## src/rtl/mm_game_pkg.sv

```systemverilog
// Shared types and default constants for the up/down counting game.
package mm_game_pkg;

  localparam int GAME_WIDTH = 4;
  localparam int START_VAL  = 7;
  localparam int MAX_SCORE  = 15;

  typedef enum logic [1:0] {
    UP1 = 2'd0,
    UP2 = 2'd1,
    DN1 = 2'd2,
    DN2 = 2'd3
  } ctrl_e;

  typedef enum logic [1:0] {
    WHO_NONE   = 2'd0,
    WHO_LOSER  = 2'd1,
    WHO_WINNER = 2'd2
  } who_e;

endpackage

```

## src/rtl/mm_game_counter_if.sv

```systemverilog
// Game interface: player controls in, counter/score/result status out.
interface mm_game_counter_if
  import mm_game_pkg::*;
#(
  parameter int WIDTH = GAME_WIDTH
);

  ctrl_e             ctrl;
  logic              init;
  logic [WIDTH-1:0]  init_val;
  logic [WIDTH-1:0]  count;
  logic              winner;
  logic              loser;
  logic [WIDTH-1:0]  w_count;
  logic [WIDTH-1:0]  l_count;
  logic              gameover;
  who_e              who;

  modport master (
    output ctrl, init, init_val,
    input  count, winner, loser, w_count, l_count, gameover, who
  );

  modport slave (
    input  ctrl, init, init_val,
    output count, winner, loser, w_count, l_count, gameover, who
  );

endinterface

```

## src/rtl/mm_game_score.sv

```systemverilog
// Winner/loser score counters and game-over decode; the game-over cycle
// itself is the clear request, so scores drop to zero at its closing edge.
module mm_game_score
  import mm_game_pkg::*;
#(
  parameter int WIDTH     = GAME_WIDTH,
  parameter int MAX_SCORE = mm_game_pkg::MAX_SCORE
) (
  input  logic             clk,
  input  logic             rst,
  input  logic             winner_i,
  input  logic             loser_i,
  output logic [WIDTH-1:0] w_count_o,
  output logic [WIDTH-1:0] l_count_o,
  output logic             gameover_o,
  output who_e             who_o,
  output logic             clear_o
);

  localparam logic [WIDTH-1:0] MAX = WIDTH'(MAX_SCORE);

  logic [WIDTH-1:0] w_count_q, w_count_d;
  logic [WIDTH-1:0] l_count_q, l_count_d;
  logic             w_hit, l_hit;

  assign w_hit = (w_count_q == MAX);
  assign l_hit = (l_count_q == MAX);

  always_comb begin
    gameover_o = w_hit | l_hit;
    clear_o    = w_hit | l_hit;
    who_o      = WHO_NONE;
    if (w_hit) begin
      who_o = WHO_WINNER;
    end else if (l_hit) begin
      who_o = WHO_LOSER;
    end
  end

  // Pulses arriving during the game-over cycle are dropped by the clear.
  always_comb begin
    w_count_d = w_count_q;
    l_count_d = l_count_q;
    if (clear_o) begin
      w_count_d = '0;
      l_count_d = '0;
    end else begin
      if (winner_i) w_count_d = w_count_q + WIDTH'(1);
      if (loser_i)  l_count_d = l_count_q + WIDTH'(1);
    end
  end

  always_ff @(posedge clk) begin
    if (rst) begin
      w_count_q <= '0;
      l_count_q <= '0;
    end else begin
      w_count_q <= w_count_d;
      l_count_q <= l_count_d;
    end
  end

  assign w_count_o = w_count_q;
  assign l_count_o = l_count_q;

endmodule

```

## src/rtl/mm_game_counter.sv

```systemverilog
// Multi-mode wrapping up/down counter; edges into all-ones/zero pulse
// winner/loser, which feed the score block that ends and restarts the game.
module mm_game_counter
  import mm_game_pkg::*;
#(
  parameter int WIDTH     = GAME_WIDTH,
  parameter int START_VAL = mm_game_pkg::START_VAL,
  parameter int MAX_SCORE = mm_game_pkg::MAX_SCORE
) (
  input  logic         clk,
  input  logic         rst,
  mm_game_counter_if.slave gif
);

  localparam logic [WIDTH-1:0] ONES  = '1;
  localparam logic [WIDTH-1:0] START = WIDTH'(START_VAL);

  logic [WIDTH-1:0] count_q, count_d;
  logic [WIDTH-1:0] step_val;
  logic             ones_q, ones_d;
  logic             zero_q, zero_d;
  logic             winner, loser, clear;

  always_comb begin
    step_val = count_q;
    case (gif.ctrl)
      UP1:     step_val = count_q + WIDTH'(1);
      UP2:     step_val = count_q + WIDTH'(2);
      DN1:     step_val = count_q - WIDTH'(1);
      DN2:     step_val = count_q - WIDTH'(2);
      default: step_val = count_q;
    endcase
  end

  // ones_q/zero_q remember whether the previous cycle already sat on a target.
  always_comb begin
    count_d = count_q;
    ones_d  = (count_q == ONES);
    zero_d  = (count_q == '0);
    if (clear) begin
      count_d = START;
      ones_d  = 1'b0;
      zero_d  = 1'b0;
    end else if (gif.init) begin
      count_d = gif.init_val;
    end else begin
      count_d = step_val;
    end
  end

  always_ff @(posedge clk) begin
    if (rst) begin
      count_q <= START;
      ones_q  <= 1'b0;
      zero_q  <= 1'b0;
    end else begin
      count_q <= count_d;
      ones_q  <= ones_d;
      zero_q  <= zero_d;
    end
  end

  assign winner = (count_q == ONES) & ~ones_q;
  assign loser  = (count_q == '0)   & ~zero_q;

  mm_game_score #(
    .WIDTH     (WIDTH),
    .MAX_SCORE (MAX_SCORE)
  ) u_score (
    .clk        (clk),
    .rst        (rst),
    .winner_i   (winner),
    .loser_i    (loser),
    .w_count_o  (gif.w_count),
    .l_count_o  (gif.l_count),
    .gameover_o (gif.gameover),
    .who_o      (gif.who),
    .clear_o    (clear)
  );

  assign gif.count  = count_q;
  assign gif.winner = winner;
  assign gif.loser  = loser;

endmodule

```

## src/flat_wrapper.sv

```systemverilog
// flat-port wrapper written by rule: the top's interface ports become plain ports
module mm_game_counter_flat import mm_game_pkg::*;
#(
  parameter int WIDTH     = GAME_WIDTH,
  parameter int START_VAL = mm_game_pkg::START_VAL,
  parameter int MAX_SCORE = mm_game_pkg::MAX_SCORE
)
  (clk, rst, gif_ctrl, gif_init, gif_init_val, gif_count, gif_winner, gif_loser, gif_w_count, gif_l_count, gif_gameover, gif_who);
  mm_game_counter_if #(.WIDTH(WIDTH)) gif_i ();
  input  logic clk;
  input  logic rst;
  input wire logic [$bits(gif_i.ctrl)-1:0] gif_ctrl;
  input wire logic [$bits(gif_i.init)-1:0] gif_init;
  input wire logic [$bits(gif_i.init_val)-1:0] gif_init_val;
  output wire logic [$bits(gif_i.count)-1:0] gif_count;
  output wire logic [$bits(gif_i.winner)-1:0] gif_winner;
  output wire logic [$bits(gif_i.loser)-1:0] gif_loser;
  output wire logic [$bits(gif_i.w_count)-1:0] gif_w_count;
  output wire logic [$bits(gif_i.l_count)-1:0] gif_l_count;
  output wire logic [$bits(gif_i.gameover)-1:0] gif_gameover;
  output wire logic [$bits(gif_i.who)-1:0] gif_who;
  assign gif_i.ctrl = gif_ctrl;
  assign gif_i.init = gif_init;
  assign gif_i.init_val = gif_init_val;
  assign gif_count = gif_i.count;
  assign gif_winner = gif_i.winner;
  assign gif_loser = gif_i.loser;
  assign gif_w_count = gif_i.w_count;
  assign gif_l_count = gif_i.l_count;
  assign gif_gameover = gif_i.gameover;
  assign gif_who = gif_i.who;
  mm_game_counter #(.WIDTH(WIDTH), .START_VAL(START_VAL), .MAX_SCORE(MAX_SCORE)) u_core (.clk(clk), .rst(rst), .gif(gif_i));
endmodule
```

## config.mk

```make
export PLATFORM = sky130hd
export DESIGN_NAME = mm_game_counter_flat
export DESIGN_NICKNAME = d
export VERILOG_FILES = /design/src/rtl/mm_game_pkg.sv /design/src/rtl/mm_game_counter_if.sv /design/src/rtl/mm_game_score.sv /design/src/rtl/mm_game_counter.sv /design/src/flat_wrapper.sv
export SDC_FILE = /design/constraint.sdc
export NUM_CORES = 1
export LEC_CHECK = 0
export ABC_AREA = 1
export CAP_MARGIN = 20
export CELL_PAD_IN_SITES_DETAIL_PLACEMENT = 1
export CELL_PAD_IN_SITES_GLOBAL_PLACEMENT = 1
export CORE_MARGIN = 3
export CORE_UTILIZATION = 33
export CTS_CLUSTER_SIZE = 28
export DETAILED_ROUTE_END_ITERATION = 8
export GPL_ROUTABILITY_DRIVEN = 1
export GPL_TIMING_DRIVEN = 0
export PLACE_DENSITY = 0.89
export SLEW_MARGIN = 20
export SYNTH_ARGS = -nofsm -noshare
export SYNTH_HDL_FRONTEND = slang
export SYNTH_SLANG_ARGS = --single-unit
```

## constraint.sdc

```tcl
create_clock -name clk -period 2.5 [get_ports clk]
set_clock_uncertainty 0.15 [all_clocks]
set_input_delay 0.375 -clock clk [delete_from_list [all_inputs] [get_ports clk]]
set_output_delay 0.375 -clock clk [all_outputs]
set_load 0.05 [all_outputs]
```

### Word-level counts from Yosys, hierarchy flattened

Cells that the tools add are included.

* flip-flop bits (word level): 14
* logic and storage cells: 29

* add/subtract/negate cells: 6
* eq/ne operators: 6
* muxes and demuxes: 4
* bitwise operators: 5
* reduce and logical (&&, ||, !) cells: 3

Operators with widths (count)
* $pmux W4 S4: 1
* $add A4 B1 Y4 const B: 3
* $eq A4 B4 Y1 const B: 3
* $add A4 B2 Y4 const B: 1
* $eq A2 B2 Y1 const B: 2
* $logic_not A4 Y1: 1
* $mux W4: 1
* $sub A4 B1 Y4 const B: 1
* $sub A4 B2 Y4 const B: 1
* $and A1 B1 Y1: 2
* $eq A2 B1 Y1 const B: 1
* $logic_not A2 Y1: 1
* $mux W2: 1
* $not A1 Y1: 2
* $reduce_or A2 Y1: 1
* $mux W1: 1
* $or A1 B1 Y1: 1

### Logic depth before layout (Yosys ltp)

Gate-level depths: netlist of run 1.

* word-level depth: 3
* gate-level depth with buffers: 12

### Cells and area by module

From an unflattened synthesis of run 1, not the netlist that was laid out.

* cells, all modules: 117
* area, all modules: 835.8 µm²

Modules (own cells, without submodules)
* mm_game_counter: times used 1, cells each 66, area each 445.4 µm², seq. area each 120.1 µm²
* mm_game_score: times used 1, cells each 51, area each 390.4 µm², seq. area each 160.2 µm²

### Worst setup path before layout of run 1

No wires, ideal clock.

* path type: register to output
* start point: reg u_core.u_score.l_count_q[1] (netlist: u_core.u_score.l_count_o[1])
* end point: out gif_who[0]
* arrival: 1.740 ns
* required time: 1.975 ns
* slack: 0.235 ns
* cell stages (with the launch flop): 4
* path buffers: 0
* cells stage by stage: dfxtp_1 -> ha_1 -> nand3_1 -> nor2_1

* cells in the longest elaborated chain, start to end: 3

RTL lines
* from (decl): RTL line mm_game_score.sv:23 `logic [WIDTH-1:0] l_count_q, l_count_d;`
* from (signal assigned): RTL line mm_game_score.sv:59 `l_count_q <= l_count_d;`
* $eq A4 B4 Y1: RTL line mm_game_score.sv:27 `assign l_hit = (l_count_q == MAX);`
* $mux W1: RTL line mm_game_score.sv:35 `end else if (l_hit) begin`
* $mux W2: RTL line mm_game_score.sv:33 `if (w_hit) begin`
* to (decl): RTL line flat_wrapper.sv:21 `output wire logic [$bits(gif_i.who)-1:0] gif_who;`

No other way between the ends.

### Worst setup path after layout of run 1

* start point: reg u_core.u_score.w_count_q[0] (netlist: u_core.u_score.w_count_o[0])
* end point: out gif_who[1]

* cells in the longest elaborated chain, start to end: 2

RTL lines
* from (decl): RTL line mm_game_score.sv:22 `logic [WIDTH-1:0] w_count_q, w_count_d;`
* from (signal assigned): RTL line mm_game_score.sv:58 `w_count_q <= w_count_d;`
* $eq A4 B4 Y1: RTL line mm_game_score.sv:26 `assign w_hit = (w_count_q == MAX);`
* named net u_core.u_score.w_hit: RTL line mm_game_score.sv:24 `logic w_hit, l_hit;`
* $mux W2: RTL line mm_game_score.sv:33

The timed path passes the listed nets, and every way through them passes these cells.

==> results_tabular.tex, run 1 <==
\begin{tabular}{lr}
\hline
Metric & Value \\
\hline
\multicolumn{2}{l}{\textbf{Routing}} \\
\quad Overall via count from detail\_route & 877 \\
\quad Per-cell via count in the routed design & 4.927 \\
\quad Length of the first detailed-routing pass in iterations & 4 \\
\quad Routed wire length per instance & 13.33 um \\
\quad Number of violations reported at the end of detailed-routing iteration 0 & 20 \\
\quad Count of nets left with antenna violations after detail routing & 0 \\
\quad Total routed wirelength & 2.372 mm \\
\quad Post-route DRC violation count & 0 \\
\multicolumn{2}{l}{\textbf{Critical path}} \\
\quad Slowest-stage cell, CP & dlygate4sd2\_1 \\
\quad Maximum fanout encountered on the critical timing path & 4 \\
\quad Req. time, crit path & 1.98 ns \\
\quad Register-to-Register Setup Slack & 0.77 ns \\
\quad Critical Setup Path Class & reg -> out \\
\quad Endpoint of the worst-slack reg-to-reg timing path & u\_core.gif.count[3] \\
\quad Launching element type of the critical path & register \\
\quad Crit Reg-Reg Startpoint & u\_core.gif.count[1] \\
\quad CP cell instances & ha\_1, nand3\_1, inv\_1, buf\_4, dlygate4sd2\_1 \\
\quad Logic depth of the worst register-to-register path & 7 \\
\quad Element type at the critical path end & primary output \\
\quad Instance count on the critical path & 5 \\
\quad Worst path top cell family by delay & buffers and inverters \\
\quad Largest stage delay on the critical path & 0.51 ns \\
\quad Total buffers and inverters traversed by the critical path & 3 \\
\quad Endpoint arrival time on the critical path & 1.77 ns \\
\multicolumn{2}{l}{\textbf{Timing}} \\
\quad Worst slew slack as a fraction of its limit & 66.07\% \\
\quad Minimum period implied by the final worst setup slack & 2.294 ns \\
\quad Number of hold violations in the final report & 0 \\
\quad Achievable clock frequency & 0.4360 GHz \\
\quad Setup TNS & 0 ns \\
\quad Fraction of the cycle the final worst path needs & 91.75\% \\
\quad Transition time at the pin with the least slew margin & 0.5074 ns \\
\quad Unrepaired setup endpoints after global routing & false \\
\quad Finish-stage setup viols & 0 \\
\quad Slew Viols, Final & 0 \\
\multicolumn{2}{l}{\textbf{Hold path}} \\
\quad Number of instances on the worst hold path & 2 \\
\quad Start point of the worst min-delay path & u\_core.u\_score.l\_count\_o[0] \\
\quad Hold Path Sink & u\_core.u\_score.l\_count\_o[0] \\
\quad Kind of path behind the tightest hold check & reg -> reg \\
\multicolumn{2}{l}{\textbf{Logic synthesis}} \\
\quad Post-synthesis register bit count & 14 \\
\quad Count of flip-flops with a built-in enable after synthesis & 0 \\
\quad Proportion of netlist area held by the largest area contributor & 33.63\% \\
\quad Post-synthesis area per instance & 6.887 um\^{}2 \\
\quad Seq/Total Area, Yosys & 33.63\% \\
\quad Post-synth top cells & nand2\_1 (30), dfxtp\_1 (14), inv\_1 (14), nand3\_1 (14), a21oi\_1 (11) \\
\quad Mapped Nets & 134 \\
\quad Synth top area cells & dfxtp\_1 (34\%), nand2\_1 (14\%), nand3\_1 (8.4\%), a21oi\_1 (6.6\%), inv\_1 (6.3\%) \\
\quad Top flip-flop cell by instance count after synthesis & dfxtp\_1 \\
\quad Syn Inst Count & 121 \\
\quad Yosys warning count & 0 \\
\quad Synth unique cells & 22 \\
\quad Area of the mapped netlist & 833.3 um\^{}2 \\
\quad Proportion of register bits with asynchronous set or reset after synthesis & 0\% \\
\quad Cell taking the most area after synthesis & dfxtp\_1 \\
\quad Count leader, synth & nand2\_1 \\
\multicolumn{2}{l}{\textbf{Global route}} \\
\quad Global-route wire length before repair & 4.188 mm \\
\quad Vias in the first global route & 931 \\
\quad All-layer global routing usage & 16.59\% \\
\quad Overflow left after global routing & 0 \\
\quad Initial antenna violation count & 0 \\
\quad Largest net degree at the start of global routing & 10 \\
\multicolumn{2}{l}{\textbf{Layout}} \\
\quad Filler cell count & 313 \\
\quad N\_diodes & 0 \\
\quad NumNets Final & 164 \\
\quad Area growth, synth to finish & 37.84\% \\
\quad Share of final-layout standard cells stronger than drive strength 1 & 12.00\% \\
\multicolumn{2}{l}{\textbf{Floorplan}} \\
\quad Core area & 0.002297 mm\^{}2 \\
\quad I/O pins & 26 \\
\quad Floorplan die width & 56.25 um \\
\quad Die height & 56.25 um \\
\quad Starting density of the core & 36.27\% \\
\quad Total Die Area & 0.003164 mm\^{}2 \\
\quad Placement Rows & 17 \\
\multicolumn{2}{l}{\textbf{Clocking}} \\
\quad Clock tree root buffer cell & clkbuf\_4 \\
\quad Setup Buffers After CTS & 0 \\
\quad Clock edge transition at the registers on the reported setup and hold paths & 0.09 ns \\
\quad Cts-stage hold buffer count & 0 \\
\quad Cts repair resizes & 5 \\
\quad TritonCTS sink count & 14 \\
\quad Bufs on Longest Clock Path & 2 \\
\quad H-tree level count & 1 \\
\quad CTS tree & yes \\
\quad Number of buffers created by CTS & 3 \\
\quad Clock insertion delay at the later pin of the skew report & 0.29 ns \\
\multicolumn{2}{l}{\textbf{Run}} \\
\quad Maximum Capacitance Violations & 0 \\
\multicolumn{2}{l}{\textbf{Pwr}} \\
\quad Peak supply drop & 0.2863 mV \\
\quad Power density normalized to cell area & 491.8 mW/mm\^{}2 \\
\quad Overall power consumption & 0.0005649 W \\
\quad Pleak & 0.5425 nW \\
\multicolumn{2}{l}{\textbf{Placement}} \\
\quad Detailed placement HPWL & 1.911 mm \\
\quad Last weighted congestion value of the routability-driven placer & 0.7788 \\
\quad Port Buffers & 25 \\
\multicolumn{2}{l}{\textbf{Outcome}} \\
\quad Status & complete, no violations \\
\hline
\end{tabular}
## tightest hold or removal path, delay by kind of cell, from the launching register on
family	cells	cell delay [ns]
DFF	1	0.35
buffers and inverters	1	0.07
AOI/OAI and AO/OA	1	0.05
## metal layers
layer | vias up | global-route usage (%) | wire length (um)
li1 | 448 | - | -
met1 | 398 | 18.50 | 1023
met2 | 26 | 30.05 | 1176
met3 | 5 | 3.908 | 139
met4 | 0 | 6.441 | 34
met5 | - | 0 | 0
## report_power, final
part	internal, W	switching, W
clock	0.0000888	0.0000795
sequential	0.000232	0.0000124
combinational	0.0000543	0.0000976
## worst max-delay path by stage
stage / start / to / slack (ns)
final: u_core.u_score.w_count_o[0] / gif_who[1] / 0.21
after floorplan: u_core.u_score.l_count_o[1] / gif_who[0] / 0.23
after global placement: gif_ctrl[1] / u_core.gif.count[3] / 0.30
after global routing: u_core.u_score.w_count_o[0] / gif_who[1] / 0.09
after detailed placement: gif_ctrl[1] / u_core.gif.count[3] / 0.23
after CTS: u_core.u_score.w_count_o[0] / gif_who[1] / 0.18
## cell families (layout without fill, tap and decap cells)
group | Yosys count | count (layout) | synth area share (%)
AO/OA/AOI/OAI | 18 | 18 | 11.11
XOR/XNOR | 2 | 2 | 2.102
flip-flops | 14 | 14 | 33.63
adder cells (fa/ha/maj) | 4 | 4 | 6.907
buffers and inverters | 20 | 49 | 10.06
AND/OR/NAND/NOR | 63 | 63 | 36.19
## sequential cells by signal (all words and copies together) (netlist names)
register,flops
u_core.u_score.w_count_o,4
u_core.gif.count,4
u_core.u_score.l_count_o,4
u_core.ones_q,1
u_core.zero_q,1
## cells in the final DEF (no fill, tap or decap)
cell and count:
dlygate4sd2_1 5, nor2_1 9, ha_1 3, nand3_2 1, inv_2 4, a21oi_1 11
fa_1 1, nand3_1 14, o21ai_0 6, clkbuf_8 1, nor2_2 1, clkdlybuf4s50_1 20
dfxtp_1 14, o211ai_1 1, inv_1 14, buf_4 1, clkinv_4 1, nand2_4 1
nand2_2 2, nand4_2 1, clkbuf_4 3, xnor2_1 1, xor2_1 1, nor3_1 2
nand2_1 30, nor2_4 2
## final cells by class
cell class                      instances  area (um^2)  area share, %
Sequential cell                        14        280.3          24.40
Buffer                                  1        7.507         0.6536
Multi-Input combinational cell         87        469.2          40.85
Tap cell                               28        35.03          3.050
Clock buffer                            4        36.28          3.159
Timing Repair Buffer                   25        244.0          21.24
Inverter                               19        76.32          6.645
## metrics by stage
step	hold slack, ns	instance area [um^2]	utilization (%)	worst slack, ns	instances
6_report	0.3619	1149	50.00	0.2063	178
4_1_cts	0.3712	1149	50.00	0.1814	178
3_5_place_dp	0.3531	1119	48.69	0.2313	174
2_1_floorplan	0.3429	833.3	-	0.2345	121
3_3_place_gp	0.3375	1119	48.69	0.2980	174
5_1_grt	0.4133	1149	50.00	0.09002	178
No activity file was read; power rests on OpenSTA's default activity.
==> inputs of run 2 (changes only) <==
--- a/config.mk
+++ b/config.mk
@@ -14,7 +14,6 @@
 export CTS_CLUSTER_SIZE = 28
 export DETAILED_ROUTE_END_ITERATION = 8
 export GPL_ROUTABILITY_DRIVEN = 1
-export GPL_TIMING_DRIVEN = 0
 export PLACE_DENSITY = 0.89
 export SLEW_MARGIN = 20
 export SYNTH_ARGS = -nofsm -noshare
==> results_tabular.tex, run 2 (same netlist as run 1, synthesis figures left out) <==
\begin{tabular}{lr}
\hline
Metric & Value \\
\hline
\multicolumn{2}{l}{\textbf{Pwr}} \\
\quad Overall power consumption & 0.0005691 W \\
\quad P\_sw & 0.0001929 W \\
\quad Internal power & 0.0003762 W \\
\quad Peak supply drop & 0.3015 mV \\
\quad Power density normalized to cell area & 498.8 mW/mm\^{}2 \\
\quad Power share of the combinational group & 27.1\% \\
\quad Part of the power in the clock network & 30.0\% \\
\quad Pleak & 0.5431 nW \\
\quad Switching portion of total power & 33.90\% \\
\quad Share of power burned in registers & 43.0\% \\
\multicolumn{2}{l}{\textbf{Global route}} \\
\quad Global-route wire length before repair & 4.215 mm \\
\quad Largest net degree at the start of global routing & 10 \\
\quad Vias in the first global route & 937 \\
\quad All-layer global routing usage & 16.64\% \\
\quad Overflow left after global routing & 0 \\
\quad Initial antenna violation count & 0 \\
\multicolumn{2}{l}{\textbf{Clocking}} \\
\quad Clock tree root buffer cell & clkbuf\_4 \\
\quad CTS tree & yes \\
\quad Clock edge transition at the registers on the reported setup and hold paths & 0.10 ns \\
\quad TritonCTS sink count & 14 \\
\quad Number of buffers created by CTS & 3 \\
\quad H-tree level count & 1 \\
\quad Clock insertion delay at the later pin of the skew report & 0.29 ns \\
\quad Setup Buffers After CTS & 0 \\
\quad Cts-stage hold buffer count & 0 \\
\quad Bufs on Longest Clock Path & 2 \\
\multicolumn{2}{l}{\textbf{Outcome}} \\
\quad Status & complete, no violations \\
\multicolumn{2}{l}{\textbf{Timing}} \\
\quad Minimum period implied by the final worst setup slack & 2.225 ns \\
\quad Worst slew slack as a fraction of its limit & 65.42\% \\
\quad Finish-stage setup viols & 0 \\
\quad Slew Viols, Final & 0 \\
\quad Transition time at the pin with the least slew margin & 0.5172 ns \\
\quad Unrepaired setup endpoints after global routing & false \\
\quad Fraction of the cycle the final worst path needs & 89.00\% \\
\quad Number of hold violations in the final report & 0 \\
\quad Setup TNS & 0 ns \\
\quad Achievable clock frequency & 0.4494 GHz \\
\multicolumn{2}{l}{\textbf{Floorplan}} \\
\quad Core area & 0.002297 mm\^{}2 \\
\quad Die height & 56.25 um \\
\quad Total Die Area & 0.003164 mm\^{}2 \\
\quad Floorplan die width & 56.25 um \\
\quad Starting density of the core & 36.27\% \\
\quad I/O pins & 26 \\
\quad Placement Rows & 17 \\
\multicolumn{2}{l}{\textbf{Layout}} \\
\quad Share of final-layout standard cells stronger than drive strength 1 & 13.42\% \\
\quad N\_diodes & 0 \\
\quad Filler cell count & 315 \\
\quad Number of cells in the finished layout apart from fillers & 177 \\
\quad NumNets Final & 163 \\
\quad Total area of multi-input combinational cells & 469.2 um\^{}2 \\
\quad Post-route design area & 0.001141 mm\^{}2 \\
\quad Most common cell after layout, fill and taps aside & nand2\_1 \\
\quad Final core utilization & 49.67\% \\
\quad Top library cells by usage in the layout, fill and taps aside & nand2\_1 (30), clkdlybuf4s50\_1 (20), inv\_1 (14), nand3\_1 (14), dfxtp\_1 (14) \\
\quad Area growth, synth to finish & 36.94\% \\
\quad Area taken by flip-flops and latches & 280.3 um\^{}2 \\
\multicolumn{2}{l}{\textbf{Placement}} \\
\quad Last weighted congestion value of the routability-driven placer & 0.8346 \\
\quad Detailed placement HPWL & 2.004 mm \\
\quad DP Area & 0.001104 mm\^{}2 \\
\quad Number of instances in the placed design & 173 \\
\quad Port Buffers & 25 \\
\multicolumn{2}{l}{\textbf{Critical path}} \\
\quad Maximum fanout encountered on the critical timing path & 4 \\
\quad Element type at the critical path end & primary output \\
\quad Req. time, crit path & 1.98 ns \\
\quad Critical Setup Path Class & reg -> out \\
\quad Launching element type of the critical path & register \\
\quad Endpoint arrival time on the critical path & 1.70 ns \\
\multicolumn{2}{l}{\textbf{Run}} \\
\quad Maximum Capacitance Violations & 0 \\
\multicolumn{2}{l}{\textbf{Routing}} \\
\quad Length of the first detailed-routing pass in iterations & 4 \\
\quad Total routed wirelength & 2.401 mm \\
\quad Per-cell via count in the routed design & 5.051 \\
\quad Overall via count from detail\_route & 894 \\
\quad Number of violations reported at the end of detailed-routing iteration 0 & 4 \\
\quad Post-route DRC violation count & 0 \\
\quad Routed wire length per instance & 13.56 um \\
\quad Count of nets left with antenna violations after detail routing & 0 \\
\multicolumn{2}{l}{\textbf{Hold path}} \\
\quad Kind of path behind the tightest hold check & reg -> reg \\
\hline
\end{tabular}
-- run 2: cell types whose count changed in the layout (fill, tap and decap cells not counted), sizes merged --
cell          previous run  this run
dlymetal6s2s             0         1
dlygate4sd2              5         1
buf                      1         3
-- run 2: per-layer routing --
| metal | routed length (um) | track usage, % |
|---|---|---|
| met4 | 30 | 5.085 |
| met5 | 0 | 0 |
| met3 | 135 | 4.598 |
| met2 | 1229 | 28.38 |
| met1 | 1006 | 20.19 |
-- run 2: power by group through the flow --
stage	logic, W	registers [W]	clock network [W]
after floorplan	0.0000706	0.000277	0
after global placement	0.000148	0.000249	0
after detailed placement	0.000156	0.000250	0
after CTS	0.000156	0.000244	0.000173
after global routing	0.000170	0.000246	0.000187
final	0.000154	0.000244	0.000171
-- run 2: area by class of cell --
type | count | share of cell area [%]
Timing Repair Buffer | 25 | 21.38
Tap cell | 28 | 3.070
Inverter | 19 | 6.689
Clock buffer | 4 | 3.180
Sequential cell | 14 | 24.56
Multi-Input combinational cell | 87 | 41.12
-- run 2: worst paths after layout --
| path | start | to | slack [ns] | cells past startpoint |
|---|---|---|---|---|
| hold reg to reg | u_core.u_score.w_count_o[0] | u_core.u_score.w_count_o[0] | 0.37 | 2 |
| setup reg to reg | u_core.gif.count[1] | u_core.gif.count[3] | 0.76 | 7 |
| hold / removal | u_core.u_score.w_count_o[0] | u_core.u_score.w_count_o[0] | 0.37 | 2 |
| setup / recovery | u_core.u_score.l_count_o[1] | gif_gameover | 0.28 | 4 |
-- run 2: worst max-delay path, stage by stage (launching register included) --
cell	delay [ns]
dfxtp_1	0.39
ha_1	0.23
nand3_1	0.14
nand2_2	0.12
dlygate4sd2_1	0.54
-- run 2: repair_timing --
| item | CTS | global route |
|---|---|---|
| endpoints found under the setup margin | 1 | 1 |
| cloned | 0 | 0 |
| pin swaps | 0 | 0 |
| gates resized for setup | 1 | 1 |
-- run 2: through the flow --
step           setup slack (ns)  hold slack, ns
2_1_floorplan            0.2345          0.3429
3_3_place_gp             0.3071          0.3393
3_5_place_dp             0.2147          0.3517
4_1_cts                 0.03612          0.3714
5_1_grt                  0.1551          0.4036
6_report                 0.2750          0.3655
